<file path="src/rtl/data_register_pkg.sv">
// -----------------------------------------------------------------------------
// data_register_pkg
// Shared constants for the mainboard architectural registers (e.g. AM).
// Holds the default storage width and the reset/idle words that every
// data_register instance falls back to when it is not overridden.
// Ports: none (package).
// -----------------------------------------------------------------------------
package data_register_pkg;

  // Default datapath word width.
  localparam int DR_WIDTH = 32;

  // Word loaded into storage while reset is asserted.
  localparam logic [31:0] DR_RESET_VALUE = 32'h0000_0000;

  // Word driven onto the internal bus while the output is not enabled.
  localparam logic [31:0] DR_IDLE_VALUE = 32'h0000_0000;

endpackage : data_register_pkg

</file>
<file path="src/rtl/data_register.sv">
// -----------------------------------------------------------------------------
// data_register
// Single-word storage register for the mainboard datapath. A word is captured
// on a rising clk edge while we is high and is shown on out while oe is high.
// out is never tristated: with oe low it carries IDLE_VALUE, because it
// drives a point-to-point internal bus.
//
// Ports:
//   clk  in   1      system clock, storage updates on the rising edge
//   rst  in   1      asynchronous active-high reset, storage <= RESET_VALUE
//   oe   in   1      output enable, out = stored word when high
//   we   in   1      write enable, sampled on the rising edge of clk
//   in   in   WIDTH  write data
//   out  out  WIDTH  read data, IDLE_VALUE while oe is low
// -----------------------------------------------------------------------------
module data_register
  import data_register_pkg::*;
#(
  parameter int               WIDTH       = DR_WIDTH,
  parameter logic [WIDTH-1:0] RESET_VALUE = WIDTH'(DR_RESET_VALUE),
  parameter logic [WIDTH-1:0] IDLE_VALUE  = WIDTH'(DR_IDLE_VALUE)
) (
  input  logic             clk,
  input  logic             rst,
  input  logic             oe,
  input  logic             we,
  input  logic [WIDTH-1:0] in,
  output logic [WIDTH-1:0] out
);

  logic [WIDTH-1:0] q_q;
  logic [WIDTH-1:0] q_d;

  // Full-word write only; no byte lanes.
  always_comb begin
    q_d = q_q;
    if (we) begin
      q_d = in;
    end
  end

  // Reset wins over a concurrent write in the same cycle.
  always_ff @(posedge clk or posedge rst) begin
    if (rst) begin
      q_q <= RESET_VALUE;
    end else begin
      q_q <= q_d;
    end
  end

  // Purely combinational read path: no write-through, so a word written at
  // an edge appears only after that edge.
  always_comb begin
    out = IDLE_VALUE;
    if (oe) begin
      out = q_q;
    end
`ifndef SYNTHESIS
    if (!oe) begin
      a_idle_when_disabled : assert (out == IDLE_VALUE)
        else $error("data_register: out differs from IDLE_VALUE while oe is low");
    end
`endif
  end

`ifndef SYNTHESIS
  // Storage must not move across an edge that had we low and rst low.
  // The previous edge's condition and value are remembered and checked at the
  // following edge; any reset in between disarms the check.
  logic             hold_armed_q;
  logic [WIDTH-1:0] q_prev_q;

  always_ff @(posedge clk or posedge rst) begin
    if (rst) begin
      hold_armed_q <= 1'b0;
      q_prev_q     <= RESET_VALUE;
    end else begin
      if (hold_armed_q) begin
        a_hold_when_no_write : assert (q_q == q_prev_q)
          else $error("data_register: storage changed across an edge with we low");
      end
      hold_armed_q <= !we;
      q_prev_q     <= q_q;
    end
  end
`endif

endmodule : data_register

</file>
<file path="config.mk">
export PLATFORM = sky130hd
export DESIGN_NAME = data_register
export DESIGN_NICKNAME = d
export VERILOG_FILES = /design/src/rtl/data_register_pkg.sv /design/src/rtl/data_register.sv
export SDC_FILE = /design/constraint.sdc
export NUM_CORES = 1
export LEC_CHECK = 0
export CORE_ASPECT_RATIO = 0.75
export CORE_UTILIZATION = 35
export CTS_BUF_LIST = sky130_fd_sc_hd__clkbuf_8
export CTS_CLUSTER_SIZE = 16
export DETAILED_ROUTE_END_ITERATION = 10
export GPL_TIMING_DRIVEN = 0
export PLACE_DENSITY_LB_ADDON = 0.12
export SLEW_MARGIN = 20
export SYNTH_ARGS = -nofsm -noshare
export SYNTH_HDL_FRONTEND = slang
export SYNTH_SLANG_ARGS = --single-unit
</file>
<file path="constraint.sdc">
create_clock -name clk -period 2.8 [get_ports clk]
set_clock_uncertainty 0.1 [all_clocks]
set_input_delay 0.42 -clock clk [delete_from_list [all_inputs] [get_ports clk]]
set_output_delay 0.42 -clock clk [all_outputs]
set_load 0.1 [all_outputs]
</file>
Word level (Yosys, flattened, before mapping). Cells that the tools add are included.

Logic and storage cells: 2. Output and inout bits: 32. Register bits: 32.

Muxes and demuxes: 1.

Operator list (count): $mux 32 (1).

Depth between registers and ports, before layout.
Depth after elaboration: 1. Depth in mapped cells: 3.

Worst setup path after synthesis. Ideal clock, no wire load.

Path kind: input to output. Start: in oe. End: out out[14]. Arrival: 1380 ps. Cell stages on the path: 2. Path slack: 900 ps. Required time: 2280 ps. Cell sequence: clkbuf_1 -> and2_1.

Word-level cells in the longest chain between the ends: 1.

Ends and longest elaborated chain: from (decl) (line data_register.sv:25) `input logic oe,`; $mux 32 (line data_register.sv:55) `if (oe) begin`; to (decl) (line data_register.sv:28) `output logic [WIDTH-1:0] out`.

No other way between the ends.

Worst setup path in the final report.
Start: in oe. End: out out[29].

Same word-level chain as after synthesis.

==> results by group <==
GRT
  – Overall overflow remaining after global route: 0
  – Global-route wire length before repair: between 5000 and 6000 um
  – Vias in the first global route: ~1200
  – Antenna violations before repair: 0
  – Pin count of the biggest net entering global routing: 33
  – Total GRT Usage: 0.1569

CTS
  – Post-CTS setup buffer count: 0
  – Maximum level of the CTS H-tree: 2
  – Clock-pin slew on the worst setup and hold paths: roughly 0.060 ns
  – Number of clock buffers inserted by TritonCTS: 5
  – Number of sinks driven by the clock tree: 32
  – Root Driver: sky130_fd_sc_hd__clkbuf_8
  – Later-pin clock latency in the skew report: between 0.2 and 0.3 ns
  – TritonCTS clock tree: done
  – Maximum count of clock buffers along a single path: 2

Yosys
  – Number of nets produced by synthesis: 140
  – Gate count after technology mapping: around 100
  – Share of synthesized registers carrying an async set or reset: 1.000
  – Warnings, synthesis: 0
  – Share of the synthesized area in the top cell type: 0.5132
  – Ys flop type: sky130_fd_sc_hd__dfrtp_1
  – Commonest cells post-synth: 32 x sky130_fd_sc_hd__and2_1, 32 x sky130_fd_sc_hd__dfrtp_1, 30 x sky130_fd_sc_hd__mux2_4
  – Cell area after synthesis: roughly 0.0016 mm2
  – Count of flip-flops with a built-in enable after synthesis: 0
  – Yosys cell types: 8
  – Number of flip-flops and latches in the synthesized netlist: 32
  – Post-synthesis sequential area ratio: 0.5132
  – Cells taking the most area after synthesis: sky130_fd_sc_hd__dfrtp_1 51%, sky130_fd_sc_hd__mux2_4 29%, sky130_fd_sc_hd__and2_1 13%, sky130_fd_sc_hd__buf_12 3.8%, sky130_fd_sc_hd__mux2_2 1.4%
  – Average instance area after synthesis: 15.00 um2
  – Largest area contributor in the netlist: sky130_fd_sc_hd__dfrtp_1

Pwr
  – Total power: 0.001388 W
  – Sequential cell fraction of total power: 0.383
  – Switching power total: 0.0005111 W
  – Lkg Pwr: around 1.1 nW
  – Share of power burned in combinational logic: 0.367
  – Net switching share of the total power: 0.3681
  – Power Internal: 0.0008774 W
  – Worst voltage drop across the vdd grid: between 200 and 250 uV
  – Power per standard cell area: slightly below 600 mW/mm2
  – Clock group share of total power: 0.249

Worst setup path
  – Gate family responsible for the most delay along the worst path: buffers and inverters
  – Kind of critical path: in2out
  – Required time reported for the critical path endpoint: approximately 2.3 ns
  – Buffers and inverters on the worst path: 2
  – CP peak stage delay: ~1.1 ns
  – Cell at the slowest stage of the critical path: sky130_fd_sc_hd__clkdlybuf4s50_1
  – Cell repeated most along the worst path: sky130_fd_sc_hd__clkdlybuf4s50_1
  – Worst-path cell chain: clkdlybuf4s50_1, and2_1, clkdlybuf4s50_1
  – Max Fanout on Critical Path: 5
  – Data arrival, critical path: about 2.2 ns
  – Type of element launching the critical path: input pin
  – Crit path capture type: primary output

Detailed routing
  – Avg Vias per Cell: 4.318
  – Number of vias after detailed routing: 1006
  – # DRC: 0
  – Routed wire length on met3: ~190 um
  – Final WL: around 3200 um
  – Routed metal-1 wirelength: roughly 1500 um
  – Drt wl/cell: approximately 14 um
  – Count of routing violations after the opening detailed-route iteration: 31
  – Top Layer Used: met4
  – Met2 Routed Length: approximately 1600 um
  – Detailed-routing iteration count for the pre-antenna-repair pass: 4
  – Number of nets with antenna violations after routing: 0

STA
  – Setup repair after global routing missed its margin: false
  – Number of endpoints with negative hold slack in the final report: 0
  – Final critical path time including I/O delays and setup: between 2 and 3 ns
  – Fmax: roughly 0.36 GHz
  – Worst relative slew slack: 0.3359
  – Part of the cycle the worst path needs: 0.9820
  – Number of endpoints failing setup at the final stage: 0
  – Transition time at the pin with the least slew margin: approximately 1 ns
  – Max-slew violations: 0

Layout
  – Net count, final: ~210
  – Number of filler cells placed in the layout: 356
  – Largest registers in the final layout: q_q: 32 flops
  – Utilization after layout: 0.5705
  – Largest register FFs: 32
  – Post-route standard cell area excluding fillers: roughly 0.0024 mm2
  – Layout cells sized above 1: 0.4101
  – Register containing the most flip-flops in the final layout: q_q
  – Area delta synth->final: 51.88%
  – Antenna diodes: 0

Floorplan
  – Total Die Area: 0.004731 mm2
  – Total I/O pin count: 68
  – Core outline area: 0.004154 mm2
  – Starting density of the core: 0.3756
  – Die H: between 50 and 60 um
  – Total number of placement rows: 20
  – Die X: 79.10 um

Min path
  – Worst hold path class: in2reg

Place
  – Port Buffer Count: 66
  – Cell area after placement: roughly 0.0023 mm2
  – Global placement routability congestion: ~0.70
  – Half-perimeter wire length after placement: 2356 um

Flow run
  – Maximum capacitance violations: 0

Outcome
  – Run status: finished, final reports clean
-- cell usage in the layout (no fill, tap or decap), drive strengths merged --
| cell type | Yosys | layout |
|---|---|---|
| and2 | 32 | 32 |
| buf | 4 | 4 |
| clkbuf | 3 | 17 |
| clkdlybuf4s15 | 0 | 22 |
| clkdlybuf4s50 | 0 | 35 |
| dfrtp | 32 | 32 |
| dlymetal6s2s | 0 | 1 |
| inv | 1 | 3 |
| mux2 | 32 | 32 |
-- cell families after synthesis --
logic type	share of synthesized area
mux	0.3031
flops	0.5132
simple gates	0.1283
buf+inv	0.05533
-- stage by stage --
stage | hold slack [ns] | std cells | setup WS [ns] | TNS (ns)
finish | 0.3570 | 233 | 0.05043 | 0
detailed placement | 0.3875 | 225 | -0.3923 | -10.31
global placement | 0.3834 | 225 | -0.3513 | -9.366
global route | 0.3490 | 233 | 0.002951 | 0
floorplan | 0.3727 | 104 | 0.9000 | 0
CTS | 0.3525 | 233 | 0.002591 | 0
-- final cells by class --
cell class,count,area [um2],share of cell area
repair buffers,66,650.6,0.2746
multi-input cells,64,673.1,0.2841
well taps,55,68.82,0.02904
flip-flops and latches,32,800.8,0.3379
inverters,1,3.754,0.001584
clock buffers,6,82.58,0.03485
plain buffers,7,82.58,0.03485
clock inverters,2,7.507,0.003168
-- worst paths after layout --
path / startpoint / endpoint / slack (ns) / depth (start not counted)
max: oe / out[29] / 0.05 / 3
min: we / q_q[12]$_DFFE_PP0P_ / 0.36 / 2
max reg2reg: q_q[24]$_DFFE_PP0P_ / q_q[24]$_DFFE_PP0P_ / 1.93 / 1
min reg2reg: q_q[11]$_DFFE_PP0P_ / q_q[11]$_DFFE_PP0P_ / 0.40 / 1
max in group asynchronous: rst / q_q[3]$_DFFE_PP0P_ / 1.70 / 2
min in group asynchronous: rst / q_q[10]$_DFFE_PP0P_ / 0.47 / 2
-- power by group through the flow --
| stage | Clock (W) | Combinational, W | Sequential [W] |
|---|---|---|---|
| 2_1_floorplan | 0 | 0.000395 | 0.000531 |
| 3_3_place_gp | 0 | 0.000524 | 0.000537 |
| 3_5_place_dp | 0 | 0.000529 | 0.000540 |
| 4_1_cts | 0.000359 | 0.000519 | 0.000532 |
| 5_1_grt | 0.000383 | 0.000531 | 0.000537 |
| 6_report | 0.000346 | 0.000510 | 0.000532 |
-- timing repair --
item | CTS | global route
endpoints found under the setup margin | 30 | 9
hold buffers | 0 | 0
gates resized for setup | 82 | 9
hold endpoints to repair | 0 | 0
-- per-layer routing --
metal	up-vias	GRT usage
li1	482	-
met1	490	0.1835
met2	32	0.2746
met3	2	0.05496
met4	0	0.04675
met5	-	0
Note: power is estimated with default switching activity, not from simulation.
